==> src/rtl/mem_req_tracker_if.sv <==
// ---------------------------------------------------------------------------
// mem_pkg / memory
//
// Shared types for the tagged memory bus and the bus interface itself.
//
// memory #(DEPTH) signals:
//   qry_cmd  : mem_cmd_t  query command (NONE when no query is offered)
//   qry_idx  : mem_idx_t  block index of the query
//   qry_blk  : mem_blk_t  store data of the query
//   ack      : tag        non-zero tag when memory takes the query
//   ans_blk  : mem_blk_t  data of a load answer
//   ans_tag  : tag        non-zero tag of the load being answered
// Modports: dev (client side) and mem (memory side).
// ---------------------------------------------------------------------------
package mem_pkg;
  typedef enum logic [1:0] {
    BUS_NONE  = 2'd0,
    BUS_LOAD  = 2'd1,
    BUS_STORE = 2'd2
  } mem_cmd_t;

  typedef logic [12:0] mem_idx_t;
  typedef logic [63:0] mem_blk_t;
  typedef logic [3:0]  mem_tag_t;
endpackage

interface memory #(
  parameter int DEPTH = 15
);
  // Tag 0 is reserved for "nothing", so DEPTH tags need one extra code point.
  localparam int TAG_W = $clog2(DEPTH + 1);

  mem_pkg::mem_cmd_t qry_cmd;
  mem_pkg::mem_idx_t qry_idx;
  mem_pkg::mem_blk_t qry_blk;
  logic [TAG_W-1:0]  ack;
  mem_pkg::mem_blk_t ans_blk;
  logic [TAG_W-1:0]  ans_tag;

  modport dev (
    output qry_cmd, qry_idx, qry_blk,
    input  ack, ans_blk, ans_tag
  );

  modport mem (
    input  qry_cmd, qry_idx, qry_blk,
    output ack, ans_blk, ans_tag
  );
endinterface

==> src/rtl/mem_req_tracker.sv <==
// ---------------------------------------------------------------------------
// mem_req_tracker
//
// Client-side front end for the tagged memory bus. Takes one load/store per
// cycle from the client, holds it on the bus until memory acks it with a
// non-zero tag, records tag -> index for loads, and returns each tagged
// answer to the client with its block index.
//
// Ports:
//   clock, reset           : clock, asynchronous active-high reset
//   req_valid/req_ready    : client request handshake
//   req_cmd/req_idx/req_blk: request command, block index, store data
//   rsp_valid/idx/blk      : one-cycle load response (no backpressure)
//   outstanding            : number of valid tag-table entries
//   tag_err                : sticky protocol-violation flag
//   mem                    : memory.dev bus port
// ---------------------------------------------------------------------------
module mem_req_tracker
  import mem_pkg::*;
#(
  parameter int MAX_OUTSTANDING = 15
) (
  input  logic        clock,
  input  logic        reset,
  input  logic        req_valid,
  output logic        req_ready,
  input  mem_cmd_t    req_cmd,
  input  mem_idx_t    req_idx,
  input  mem_blk_t    req_blk,
  output logic        rsp_valid,
  output mem_idx_t    rsp_idx,
  output mem_blk_t    rsp_blk,
  output logic [3:0]  outstanding,
  output logic        tag_err,
  memory.dev          mem
);

  localparam int NUM_TAGS = 15;

  logic        hold_valid_q, hold_valid_d;
  mem_cmd_t    hold_cmd_q, hold_cmd_d;
  mem_idx_t    hold_idx_q, hold_idx_d;
  mem_blk_t    hold_blk_q, hold_blk_d;

  logic [NUM_TAGS-1:0] tbl_valid_q, tbl_valid_d;
  mem_idx_t            tbl_idx_q [NUM_TAGS];
  mem_idx_t            tbl_idx_d [NUM_TAGS];

  logic        rsp_valid_q, rsp_valid_d;
  mem_idx_t    rsp_idx_q, rsp_idx_d;
  mem_blk_t    rsp_blk_q, rsp_blk_d;
  logic        tag_err_q, tag_err_d;

  mem_tag_t    ack_tag;
  mem_tag_t    ans_tag;
  logic [3:0]  ack_slot;
  logic [3:0]  ans_slot;
  logic [3:0]  valid_count;
  logic [4:0]  inflight;
  logic        hold_is_load;
  logic        hold_release;
  logic        accept;

  assign ack_tag  = mem.ack;
  assign ans_tag  = mem.ans_tag;
  // Table entry for tag t lives at slot t-1; only used when the tag is non-zero.
  assign ack_slot = ack_tag - 4'd1;
  assign ans_slot = ans_tag - 4'd1;

  always_comb begin
    valid_count = '0;
    for (int i = 0; i < NUM_TAGS; i++) begin
      valid_count = valid_count + {3'b000, tbl_valid_q[i]};
    end
  end

  // A held load counts against the cap too, so an ack of it never overflows.
  assign hold_is_load = hold_valid_q && (hold_cmd_q == BUS_LOAD);
  assign inflight     = {1'b0, valid_count} + {4'b0000, hold_is_load};
  assign hold_release = hold_valid_q && (ack_tag != '0);
  assign req_ready    = (!hold_valid_q || (ack_tag != '0)) &&
                        (inflight < 5'(MAX_OUTSTANDING));
  assign accept       = req_valid && req_ready && (req_cmd != BUS_NONE);

  // Answer is processed before the ack so a tag freed and re-allocated in
  // the same cycle returns the old index and is not flagged as a collision.
  always_comb begin
    hold_valid_d = hold_valid_q;
    hold_cmd_d   = hold_cmd_q;
    hold_idx_d   = hold_idx_q;
    hold_blk_d   = hold_blk_q;
    tbl_valid_d  = tbl_valid_q;
    tbl_idx_d    = tbl_idx_q;
    rsp_valid_d  = 1'b0;
    rsp_idx_d    = rsp_idx_q;
    rsp_blk_d    = rsp_blk_q;
    tag_err_d    = tag_err_q;

    if (ans_tag != '0) begin
      if (tbl_valid_q[ans_slot]) begin
        tbl_valid_d[ans_slot] = 1'b0;
        rsp_valid_d           = 1'b1;
        rsp_idx_d             = tbl_idx_q[ans_slot];
        rsp_blk_d             = mem.ans_blk;
      end else begin
        tag_err_d = 1'b1;
      end
    end

    if (hold_release && (hold_cmd_q == BUS_LOAD)) begin
      if (tbl_valid_d[ack_slot]) begin
        tag_err_d = 1'b1;
      end
      tbl_valid_d[ack_slot] = 1'b1;
      tbl_idx_d[ack_slot]   = hold_idx_q;
    end

    // Idle hold is zeroed so the bus shows NONE/0 without extra gating.
    if (accept) begin
      hold_valid_d = 1'b1;
      hold_cmd_d   = req_cmd;
      hold_idx_d   = req_idx;
      hold_blk_d   = req_blk;
    end else if (hold_release) begin
      hold_valid_d = 1'b0;
      hold_cmd_d   = BUS_NONE;
      hold_idx_d   = '0;
      hold_blk_d   = '0;
    end
  end

  always_ff @(posedge clock or posedge reset) begin
    if (reset) begin
      hold_valid_q <= 1'b0;
      hold_cmd_q   <= BUS_NONE;
      hold_idx_q   <= '0;
      hold_blk_q   <= '0;
      tbl_valid_q  <= '0;
      for (int i = 0; i < NUM_TAGS; i++) begin
        tbl_idx_q[i] <= '0;
      end
      rsp_valid_q  <= 1'b0;
      rsp_idx_q    <= '0;
      rsp_blk_q    <= '0;
      tag_err_q    <= 1'b0;
    end else begin
      hold_valid_q <= hold_valid_d;
      hold_cmd_q   <= hold_cmd_d;
      hold_idx_q   <= hold_idx_d;
      hold_blk_q   <= hold_blk_d;
      tbl_valid_q  <= tbl_valid_d;
      tbl_idx_q    <= tbl_idx_d;
      rsp_valid_q  <= rsp_valid_d;
      rsp_idx_q    <= rsp_idx_d;
      rsp_blk_q    <= rsp_blk_d;
      tag_err_q    <= tag_err_d;
    end
  end

  assign mem.qry_cmd = hold_cmd_q;
  assign mem.qry_idx = hold_idx_q;
  assign mem.qry_blk = hold_blk_q;
  assign rsp_valid   = rsp_valid_q;
  assign rsp_idx     = rsp_idx_q;
  assign rsp_blk     = rsp_blk_q;
  assign outstanding = valid_count;
  assign tag_err     = tag_err_q;

endmodule

==> src/flat_wrapper.sv <==
// flat-port wrapper written by rule: the top's interface ports become plain ports
module mem_req_tracker_flat import mem_pkg::*;
#(
  parameter int MAX_OUTSTANDING = 15
)
  (clock, reset, req_valid, req_ready, req_cmd, req_idx, req_blk, rsp_valid, rsp_idx, rsp_blk, outstanding, tag_err, mem_qry_cmd, mem_qry_idx, mem_qry_blk, mem_ack, mem_ans_blk, mem_ans_tag);
  memory mem_i ();
  input  logic clock;
  input  logic reset;
  input  logic req_valid;
  output logic req_ready;
  input  mem_cmd_t req_cmd;
  input  mem_idx_t req_idx;
  input  mem_blk_t req_blk;
  output logic rsp_valid;
  output mem_idx_t rsp_idx;
  output mem_blk_t rsp_blk;
  output logic [3:0] outstanding;
  output logic tag_err;
  output wire logic [$bits(mem_i.qry_cmd)-1:0] mem_qry_cmd;
  output wire logic [$bits(mem_i.qry_idx)-1:0] mem_qry_idx;
  output wire logic [$bits(mem_i.qry_blk)-1:0] mem_qry_blk;
  input wire logic [$bits(mem_i.ack)-1:0] mem_ack;
  input wire logic [$bits(mem_i.ans_blk)-1:0] mem_ans_blk;
  input wire logic [$bits(mem_i.ans_tag)-1:0] mem_ans_tag;
  assign mem_qry_cmd = mem_i.qry_cmd;
  assign mem_qry_idx = mem_i.qry_idx;
  assign mem_qry_blk = mem_i.qry_blk;
  assign mem_i.ack = mem_ack;
  assign mem_i.ans_blk = mem_ans_blk;
  assign mem_i.ans_tag = mem_ans_tag;
  mem_req_tracker #(.MAX_OUTSTANDING(MAX_OUTSTANDING)) u_core (.clock(clock), .reset(reset), .req_valid(req_valid), .req_ready(req_ready), .req_cmd(req_cmd), .req_idx(req_idx), .req_blk(req_blk), .rsp_valid(rsp_valid), .rsp_idx(rsp_idx), .rsp_blk(rsp_blk), .outstanding(outstanding), .tag_err(tag_err), .mem(mem_i));
endmodule
==> config.mk <==
export PLATFORM = sky130hd
export DESIGN_NAME = mem_req_tracker_flat
export DESIGN_NICKNAME = d
export VERILOG_FILES = /design/src/rtl/mem_req_tracker_if.sv /design/src/rtl/mem_req_tracker.sv /design/src/flat_wrapper.sv
export SDC_FILE = /design/constraint.sdc
export NUM_CORES = 1
export LEC_CHECK = 0
export BUFFER_PORTS_ARGS = -buffer_cell sky130_fd_sc_hd__buf_2
export CORE_ASPECT_RATIO = 1.25
export CORE_MARGIN = 2
export CORE_UTILIZATION = 35
export DETAILED_ROUTE_END_ITERATION = 10
export PLACE_DENSITY_LB_ADDON = 0.05
export REMOVE_ABC_BUFFERS = 1
export SLEW_MARGIN = 20
export SYNTH_ARGS = -nofsm -noshare
export SYNTH_HDL_FRONTEND = slang
export SYNTH_SLANG_ARGS = --single-unit
export TNS_END_PERCENT = 1
==> constraint.sdc <==
create_clock -name clock -period 28.1 [get_ports clock]
set_input_delay 1.405 -clock clock [delete_from_list [all_inputs] [get_ports clock]]
set_output_delay 1.405 -clock clock [all_outputs]
set_load 0.1 [all_outputs]
==> summary.md, run 1 <==
| Metric | Value |
|---|---|
| Total core area | `about 46000 sq um` |
| Clk sink count | `between 300 and 400` |
| Setup TNS | `0 ns` |
| Initial antenna violation count | `0` |
| Vias per inst | `around 5.1` |
| Final ANT Viol Nets | `0` |
| Final clock skew | `0.0270 ns` |
| Synth Area in Compound Gates | `7.94%` |
| Final Critical Period | `6.72 ns` |
| Status | `complete, no violations` |
| Worst R2R Path Depth | `16` |
| Hold Path Stages | `2` |
| Post-Synth XOR/XNOR Area | `less than 1%` |
| Critical Path Max Stage Delay | `about 0.55 ns` |
| CTS Hold Bufs | `0` |
| CP startpoint kind | `flip-flop` |
| # DRC | `0` |
| Num CTS Buffers | `slightly above 40` |
| Root Driver | `clkbuf_16` |
| Starting Density | `between 30% and 40%` |
| Post-synthesis adder-cell area fraction | `under 10%` |
| RSZ-0062 raised after global routing | `no` |
| Bufs and invs on worst path | `3` |
| Die W | `197 microns` |
| Post-synth top area share | `a little under three fifths` |
| Routed wire length | `around 43 mm` |
| Delay-heaviest family, CP | `adder cells` |
| Asr flop ratio synth | `between 90% and 100%` |
| Max Cap Viol | `0` |
| WP data required | `26.69 ns` |
| Filler instances | `4333` |
| Detailed-route via count | `between 10000 and 15000` |
| Post-synthesis cell type count | `57` |
| Layout cells sized above 1 | `between 40% and 50%` |
| CP max stage cell | `fa_1` |
| Fin nets | `1658` |
| Worst-Margin Slew | `~1.1 ns` |
| Row cnt | `between 80 and 90` |
| Synth area leader | `dfrtp_1` |
| Hold WS | `roughly 0.48 ns` |
| Clock Tree Buf Depth | `3` |
| Synth Register Bits | `around 370` |
| Vias in the first global route | `roughly 12000` |
| Area grow syn2layout | `21.0%` |
| Slew HR | `between 20% and 30%` |
| PnR worst setup slack | `about 21 ns` |
| Gr ovfl total | `0` |
| Final Max Slew Viols | `0` |
| H-tree levels | `2` |
| Most used cell, CP | `fa_1` |
| Simple-Gate Fraction of Synth Area | `between 5 and 6%` |
| Post CTS Setup Buffer Count | `0` |
| Antenna diodes | `0` |
| Gr usage total | `a little under a fifth` |
| First-pass GRT wire length | `~68 mm` |
| Worst skew pair latency | `0.57 ns` |
| CP Class | `reg2out` |
| Count leader, synth | `dfrtp_1` |
| CTS tree | `done` |
| Chip height | `246 microns` |
| Synth Flop Type | `dfrtp_1` |
| HPWL Detailed | `about 27 mm` |
| Die footprint | `48500 sq um` |
| FMAX | `around 150 MHz` |
| Crit end category | `primary output` |
| RR Endpoint | `u_core.mem.qry_blk[55]$_DFFE_PP0P_` |
| I/O Pins | `around 320` |
| Max Fanout on Critical Path | `4` |
| DR WL/cell | `around 20 microns` |
| Post-CTS Resized | `0` |
| Worst Hold Path EP | `u_core.rsp_idx[6]$_DFFE_PP0P_` |
| Final Hold Vio Count | `0` |
| Synth area leaders | `dfrtp_1, mux2_2, mux4_2` |
| Initial DRC Count | `376` |
| Post-synth EDFFs | `0` |
| Hold Crit Class | `reg2reg` |
| Worst-path cell chain | `ha_1 > inv_1 > fa_1 > fa_1 > fa_1 > fa_1 > inv_1 > ha_1 > fa_1 > ha_1 > and3b_1 > xnor3_1 > a21oi_1 > buf_2` |
| Port buffer count | `approximately 320` |
| Routability congestion estimate | `roughly 0.85` |
| Final Util | `42.9%` |
| Setup WS pre-CTS | `between 20 and 25 ns` |
| Post-Syn Area | `~16000 sq um` |
| Fin crit share | `a little under a quarter` |
| Sequential share of the synthesized area | `between 50% and 60%` |
| Reg-to-reg startpoint | `u_core.tbl_valid_q[0]$_DFF_PP0_` |
| Mapped Cells | `about 1200` |
| Mux share of post-synthesis cell area | `about a quarter` |
| HP Start | `u_core.rsp_idx[6]$_DFFE_PP0P_` |
| Post-Syn Area per Cell | `around 14 sq um` |
| Endpoints failing setup | `0` |
| Ys Warns | `0` |
| Worst reg-to-reg setup slack | `~22 ns` |
| Pre-Repair DR Iteration Count | `5` |
| Largest net degree at the start of global routing | `approximately 160` |
| Post-synth top cells | `dfrtp_1, mux2_2, a22o_1` |
| Clock slew at reported path FFs | `approximately 0.06 ns` |
| Largest family of logic cells by synthesized area | `multiplexers` |
| Crit path arrival time | `5.32 ns` |
-- state kept, by name (all words and copies together) (netlist names) --
name,flops
u_core.tbl_idx_q,195
u_core.mem.qry_blk,64
u_core.rsp_blk,64
u_core.tbl_valid_q,15
u_core.mem.qry_idx,13
u_core.rsp_idx,13
u_core.mem.qry_cmd,2
u_core.hold_valid_q,1
u_core.rsp_valid,1
u_core.tag_err,1
-- routing by layer --
layer  wire length, microns  GRT usage (%)
met1                  18300           22.9
met2                  20400           30.6
met3                   2520           3.74
met4                   1360           6.37
met5                      0              0
-- through the flow --
stage,instances,instance area (sq um)
global route,2090,19800
floorplan,1099,16000
detailed placement,2021,18500
global placement,2021,18500
finish,2090,19800
CTS,2090,19800
-- tightest hold or removal path, stage by stage (launching register included) --
cell	delay [ns]
dfrtp_1	0.34
nand2_1	0.04
o21ai_0	0.06
-- cells in the final DEF, fill, tap and decap left out, types with 7 or more instances in the layout --
cell type,count
a21o_1,7
a21oi_1,22
a22o_1,79
buf_2,315
buf_4,21
clkbuf_1,8
clkbuf_16,41
clkbuf_8,10
clkinv_2,7
dfrtp_1,369
fa_1,9
ha_1,15
inv_1,32
mux2_1,63
mux2_2,197
mux2i_1,13
mux4_2,42
nand2_1,29
nand3_1,18
nor2_1,37
nor2b_1,29
nor3_1,21
o21ai_0,40
-- logic make-up after synthesis --
| family | Yosys count |
|---|---|
| flops | 369 |
| simple gates | 175 |
| mux | 315 |
| buf+inv | 113 |
| compound gates | 179 |
| fa+ha+maj | 25 |
| xor+xnor | 3 |
-- worst max-delay path by stage --
stage	startpoint	depth (start not counted)	to
floorplan	reset	1	u_core.hold_valid_q$_DFFE_PP0P_
global placement	mem_ans_tag[0]	11	u_core.rsp_blk[22]$_DFFE_PP0P_
detailed placement	mem_ans_tag[0]	11	u_core.rsp_blk[29]$_DFFE_PP0P_
CTS	u_core.tbl_valid_q[0]$_DFF_PP0_	14	req_ready
global route	u_core.tbl_valid_q[0]$_DFF_PP0_	14	req_ready
finish	u_core.tbl_valid_q[0]$_DFF_PP0_	14	req_ready
-- area by class of cell --
cell class,count,area (sq um),share of cell area [%]
Tap cell,585,732,3.70
Clock inverter,10,61.3,0.310
Clock buffer,59,1190,6.03
Multi-Input combinational cell,697,6680,33.7
Inverter,33,136,0.689
Sequential cell,369,9230,46.7
Timing Repair Buffer,337,1750,8.87
Power of run 1 is not shown: default switching activity piles up to over one toggle a cycle in this logic, so the estimate is an artifact.
==> run 2: changes to the inputs <==
--- a/config.mk
+++ b/config.mk
@@ -5,6 +5,7 @@
 export SDC_FILE = /design/constraint.sdc
 export NUM_CORES = 1
 export LEC_CHECK = 0
+export ABC_AREA = 1
 export BUFFER_PORTS_ARGS = -buffer_cell sky130_fd_sc_hd__buf_2
 export CORE_ASPECT_RATIO = 1.25
 export CORE_MARGIN = 2
==> constraint.sdc (replaced) <==
create_clock -name clock -period 5.6 [get_ports clock]
set_input_delay 0.28 -clock clock [delete_from_list [all_inputs] [get_ports clock]]
set_output_delay 0.28 -clock clock [all_outputs]
set_load 0.1 [all_outputs]
==> summary.md, run 2 <==
| Metric | Value |
|---|---|
| Status | `complete, no violations` |
| Row cnt | `around 90` |
| Starting Density | `35.3%` |
| Most frequent cells in the layout | `nand2_1, dfrtp_1, o21ai_0` |
| Die W | `~200 microns` |
| Vias in the first global route | `about 14000` |
| CP Class | `reg2out` |
| Synth Flop Type | `dfrtp_1` |
| Port buffer count | `around 320` |
| Clk sink count | `~370` |
| HP Start | `req_idx[5]` |
| Crit path arrival time | `5.06 ns` |
| Gr usage total | `roughly a fifth` |
| Worst skew pair latency | `0.56 ns` |
| Final Hold Vio Count | `0` |
| Synth area leaders | `dfrtp_1, nand2_1, o21ai_0` |
| Mapped Cells | `around 2000` |
| Num CTS Buffers | `42` |
| Root Driver | `clkbuf_16` |
| Worst reg-to-reg setup slack | `between 0.3 and 0.4 ns` |
| DR WL/cell | `16.5 microns` |
| Final Critical Period | `5.34 ns` |
| H-tree levels | `2` |
| Fin crit share | `between 90% and 100%` |
| Max reg flops | `195` |
| Pwr per Cell Area | `roughly 470 nW/um^2` |
| Post CTS Setup Buffer Count | `0` |
| Final ANT Viol Nets | `0` |
| Post-synthesis cell type count | `33` |
| Filler instances | `4788` |
| Post-Syn Area per Cell | `roughly 8.4 sq um` |
| Routability congestion estimate | `0.859` |
| Clock slew at reported path FFs | `0.06 ns` |
| Multi-input combinational cell area | `around 6100 sq um` |
| Max Fanout on Critical Path | `4` |
| Initial DRC Count | `approximately 800` |
| Crit end category | `primary output` |
| Synth Register Bits | `~370` |
| Asr flop ratio synth | `100%` |
| Maximum VDD drop | `about 530 uV` |
| CP startpoint kind | `flip-flop` |
| FMAX | `~190 MHz` |
| HPWL Detailed | `31.1 mm` |
| Storage element area | `9230 sq um` |
| Most flops, register | `u_core.tbl_idx_q` |
| Clock Tree Buf Depth | `3` |
| Ys Warns | `0` |
| Die footprint | `49200 sq um` |
| I/O Pins | `317` |
| Hold WS | `~0.043 ns` |
| Largest net degree at the start of global routing | `around 150` |
| Endpoints failing setup | `0` |
| WP data required | `between 5 and 6 ns` |
| Post-synth top area share | `55.6%` |
| Hold Path Stages | `3` |
| First-pass GRT wire length | `78.4 mm` |
| Chip height | `248 microns` |
| Reg power frac | `roughly a third` |
| Gr ovfl total | `0` |
| Sequential share of the synthesized area | `a little under three fifths` |
| Power share of the clock group | `a little over a quarter` |
| Most common cell after layout, fill and taps aside | `nand2_1` |
| Post-synth top cells | `nand2_1, dfrtp_1, o21ai_0` |
| Final Util | `approximately 46%` |
| Max Cap Viol | `0` |
| Count leader, synth | `nand2_1` |
| Layout cells sized above 1 | `between 15 and 20%` |
| P_leak | `10.8 nW` |
| # DRC | `0` |
| Vias per inst | `about 4.8` |
| Fin nets | `~2600` |
| Combinational power share | `approximately 40%` |
| Pwr Total | `just over 10 mW` |
| Reg-to-reg startpoint | `u_core.tbl_valid_q[1]$_DFF_PP0_` |
| Worst-Margin Slew | `approximately 1.1 ns` |
| Total core area | `between 40000 and 50000 sq um` |
| Pre-Repair DR Iteration Count | `6` |
| Hold Crit Class | `in2reg` |
| Sw Ratio | `44.7%` |
| Final clock skew | `between 0.01 and 0.015 ns` |
| Routed wire length | `just over 50 mm` |
| CTS tree | `done` |
| Synth area leader | `dfrtp_1` |
| Worst Hold Path EP | `u_core.mem.qry_idx[5]$_DFFE_PP0P_` |
| Worst R2R Path Depth | `20` |
| Post-Syn Area | `between 15000 and 20000 sq um` |
| RSZ-0062 raised after global routing | `no` |
| Final Max Slew Viols | `0` |
| Antenna diodes | `0` |
| Post-synth EDFFs | `0` |
| Slew HR | `29.3%` |
| Initial antenna violation count | `0` |
| RR Endpoint | `u_core.mem.qry_blk[63]$_DFFE_PP0P_` |
| Area grow syn2layout | `29.5%` |
| Sw power | `~4.5 mW` |
| Detailed-route via count | `14500` |
| Internal power | `approximately 5.6 mW` |
run 2: changes by cell type in the layout (fill, tap and decap cells not counted), sizes merged, moves of 29 or more:
cell | before | now
a21oi | 23 | 112
a22o | 79 | 0
dlygate4sd3 | 0 | 140
inv | 34 | 217
mux2 | 260 | 0
mux4 | 42 | 0
nand2 | 30 | 519
nand3 | 19 | 105
nor2 | 40 | 97
nor2b | 29 | 0
o21ai | 41 | 332
run 2: power by group through the flow:
stage          Combinational (mW)  Sequential, mW  Clock, mW
3_5_place_dp                 3.93            3.47          0
3_3_place_gp                 3.89            3.46          0
2_1_floorplan                1.68            4.85          0
5_1_grt                      4.30            3.49       2.88
4_1_cts                      4.02            3.43       2.79
6_report                     3.98            3.43       2.69
run 2: worst max-delay path, stage by stage, from the launching register on:
cell,delay [ns]
dfrtp_1,0.42
ha_1,0.29
inv_1,0.04
fa_1,0.47
fa_1,0.50
fa_1,0.51
fa_1,0.50
inv_1,0.04
ha_1,0.19
fa_1,0.51
ha_1,0.31
nand2_1,0.05
o21ai_0,0.17
nand3_1,0.09
o21ai_1,0.10
inv_1,0.06
buf_4,0.23
run 2: area by class of cell:
type / instances / share of cell area (%)
clock inverter: 6 / 0.273
tap: 637 / 3.71
sequential: 369 / 42.9
clock buffer: 62 / 5.89
timing repair buffer: 486 / 15.1
inverter: 218 / 3.86
multi-input combinational: 1266 / 28.2
run 2: timing repair:
action / in CTS / in global routing
hold endpoints to repair: 139 / 141
hold buffers: 139 / 1
resized for setup: 0 / 2
setup endpoints to repair: 0 / 1
run 2: stage by stage:
stage / instance area, sq um / instances / setup slack, ns / TNS, ns
3_3_place_gp: 18800 / 2836 / 0.456 / 0
6_report: 21500 / 3044 / 0.264 / 0
5_1_grt: 21500 / 3044 / 0.0309 / 0
2_1_floorplan: 16100 / 1853 / -4.93 / -1924.25
4_1_cts: 21500 / 3043 / 0.156 / 0
3_5_place_dp: 18800 / 2836 / 0.395 / 0
run 2: cell families after synthesis:
kind of cell / count (synthesis) / share of synthesized area, %
AOI/OAI and AO/OA: 496 / 15.7
xor gates and xnor gates: 5 / 0.354
adders and majority gates: 25 / 2.29
buffers and inverters: 340 / 8.11
DFF: 369 / 55.6
and+or+nand+nor: 740 / 18.0
run 2: worst max path at each step:
stage                                                    end  slack [ns]                            start
after floorplan              u_core.hold_valid_q$_DFFE_PP0P_       -4.93                            reset
after global routing                               req_ready        0.03  u_core.tbl_valid_q[1]$_DFF_PP0_
final                                              req_ready        0.26  u_core.tbl_valid_q[1]$_DFF_PP0_
after CTS                                          req_ready        0.16  u_core.tbl_valid_q[1]$_DFF_PP0_
after detailed placement  u_core.mem.qry_blk[35]$_DFFE_PP0P_        0.40  u_core.tbl_valid_q[1]$_DFF_PP0_
after global placement    u_core.mem.qry_blk[12]$_DFFE_PP0P_        0.46  u_core.tbl_valid_q[1]$_DFF_PP0_
run 2: per-layer routing:
metal / global-route usage (%) / vias up / routed length (microns) / share of wire, %
met3: 2.94 / 66 / 2300 / 4.6
met4: 6.34 / 0 / 1090 / 2.2
li1: - / 7166 / - / -
met1: 26.3 / 6891 / 22100 / 44
met5: 0 / - / 0 / 0
met2: 35.7 / 363 / 24800 / 49
Power figures use the tool's default switching activity.
==> run 3: changes to the inputs <==
--- a/config.mk
+++ b/config.mk
@@ -5,7 +5,6 @@
 export SDC_FILE = /design/constraint.sdc
 export NUM_CORES = 1
 export LEC_CHECK = 0
-export ABC_AREA = 1
 export BUFFER_PORTS_ARGS = -buffer_cell sky130_fd_sc_hd__buf_2
 export CORE_ASPECT_RATIO = 1.25
 export CORE_MARGIN = 2
==> summary.md, run 3 (synthesis gave the netlist of run 1 again) <==
| Metric | Value |
|---|---|
| Status | `complete, no violations` |
| Slew HR | `between 30% and 40%` |
| H-tree levels | `2` |
| Worst-Margin Slew | `between 1 and 1.5 ns` |
| Crit path capture | `req_ready` |
| Routed wire length | `about 45 mm` |
| Final Max Slew Viols | `0` |
| Antenna diodes | `0` |
| Final clock skew | `between 0.01 and 0.015 ns` |
| Endpoints failing setup | `0` |
| CP startpoint kind | `flip-flop` |
| Clk sink count | `between 300 and 400` |
| Final Util | `between 40% and 50%` |
| Fin nets | `1817` |
| I/O Pins | `317` |
| Gr ovfl total | `0` |
| Final Critical Period | `approximately 5.4 ns` |
| Most common cell after layout, fill and taps aside | `dfrtp_1` |
| HPWL Detailed | `roughly 29 mm` |
| Fin crit share | `96.1%` |
| Worst skew pair latency | `0.54 ns` |
| Multi-input combinational cell area | `~6700 sq um` |
| Worst R2R Path Depth | `18` |
| Clock slew at reported path FFs | `about 0.06 ns` |
| Final ANT Viol Nets | `0` |
| Vias per inst | `5.02` |
| Die footprint | `48500 sq um` |
| Hold Crit Class | `in2reg` |
| RR Endpoint | `u_core.mem.qry_blk[37]$_DFFE_PP0P_` |
| Worst-path cell chain | `ha_1 > inv_1 > fa_1 > fa_1 > fa_1 > fa_1 > inv_1 > ha_1 > fa_1 > ha_2 > and3b_1 > xnor3_2 > a21oi_2 > buf_8` |
| Chip height | `approximately 250 microns` |
| FMAX | `between 150 and 200 MHz` |
| Reg-to-reg startpoint | `u_core.tbl_valid_q[0]$_DFF_PP0_` |
| Most frequent cells in the layout | `dfrtp_1, buf_2, mux2_2` |
| First-pass GRT wire length | `roughly 69 mm` |
| Worst setup startpoint | `u_core.tbl_valid_q[0]$_DFF_PP0_` |
| CP max stage cell | `fa_1` |
| Routability congestion estimate | `approximately 0.85` |
| # DRC | `0` |
| Pre-Repair DR Iteration Count | `5` |
| Layout cells sized above 1 | `between 40% and 50%` |
| DR WL/cell | `approximately 20 microns` |
| RSZ-0062 raised after global routing | `no` |
| CP Class | `reg2out` |
| Largest net degree at the start of global routing | `roughly 110` |
| CTS tree | `done` |
| Vias in the first global route | `12000` |
| Hold WS | `0.0305 ns` |
| Critical Path Max Stage Delay | `between 0.5 and 0.6 ns` |
| Most flops, register | `u_core.tbl_idx_q` |
| Clock Tree Buf Depth | `3` |
| Crit end category | `primary output` |
| Crit path arrival time | `slightly above 5 ns` |
| Detailed-route via count | `approximately 11000` |
| Row cnt | `between 80 and 90` |
| Max reg flops | `195` |
| Final Hold Vio Count | `0` |
| Storage element area | `between 9000 and 10000 sq um` |
| Area grow syn2layout | `31.5%` |
| Initial antenna violation count | `0` |
| Die W | `between 150 and 200 microns` |
| Port buffer count | `316` |
| Worst reg-to-reg setup slack | `0.24 ns` |
| Starting Density | `35.5%` |
| Initial DRC Count | `~420` |
| WP data required | `between 5 and 6 ns` |
| Filler instances | `4198` |
| Total core area | `about 46000 sq um` |
| Max Cap Viol | `0` |
| Max Fanout on Critical Path | `4` |
| Gr usage total | `between 15 and 20%` |
| Most used cell, CP | `fa_1` |
| Num CTS Buffers | `42` |
| Root Driver | `clkbuf_16` |
[run 3: stage by stage]
stage | instances | instance area [sq um] | worst slack (ns) | setup TNS, ns
after floorplan | 1099 | 16000 | -4.93 | -2095.63
after global placement | 2035 | 18700 | 0.220 | 0
after detailed placement | 2035 | 18700 | 0.139 | 0
after CTS | 2248 | 21500 | 0.114 | 0
after global routing | 2252 | 21500 | 0.0123 | 0
final | 2252 | 21500 | 0.221 | 0
[run 3: layout make-up]
class,instances,area share (%)
clock buffer,58,5.68
timing repair buffer,495,15.7
multi-input combinational,697,31.1
sequential,369,42.9
clock inverter,15,0.628
tap,585,3.40
inverter,33,0.611
[run 3: timing repair]
item | in CTS | in global routing
hold endpoints to repair | 229 | 0
hold buffers | 140 | 0
gates cloned | 0 | 0
resized for setup | 1 | 6
setup endpoints to repair | 1 | 67
pin swaps | 0 | 1
buffers inserted | 0 | 4
[run 3: how the worst min path moves through the flow]
| stage | cells after the start | from | endpoint |
|---|---|---|---|
| finish | 2 | req_idx[1] | u_core.mem.qry_idx[1]$_DFFE_PP0P_ |
| global placement | 2 | reset | u_core.mem.qry_blk[23]$_DFFE_PP0P_ |
| detailed placement | 2 | reset | u_core.mem.qry_blk[23]$_DFFE_PP0P_ |
| CTS | 2 | req_idx[1] | u_core.mem.qry_idx[1]$_DFFE_PP0P_ |
| floorplan | 1 | mem_ans_blk[0] | u_core.rsp_blk[0]$_DFFE_PP0P_ |
| global route | 2 | req_idx[1] | u_core.mem.qry_idx[1]$_DFFE_PP0P_ |
[run 3: per-layer routing]
layer  global-route usage (%)  routed length [microns]
met2                     32.4                    22400
met3                     3.18                     2380
met4                     5.64                     1180
met5                        0                        0
met1                     23.5                    18900
[run 3: worst max-delay path: cells and delay by family, from the launching register on]
kind	cells	cell delay [ns]
fa+ha+maj	8	3.15
flops	1	0.41
xor+xnor	1	0.29
simple gates	1	0.21
compound gates	1	0.18
buf+inv	3	0.33
Power of run 3 is left out for the same reason.
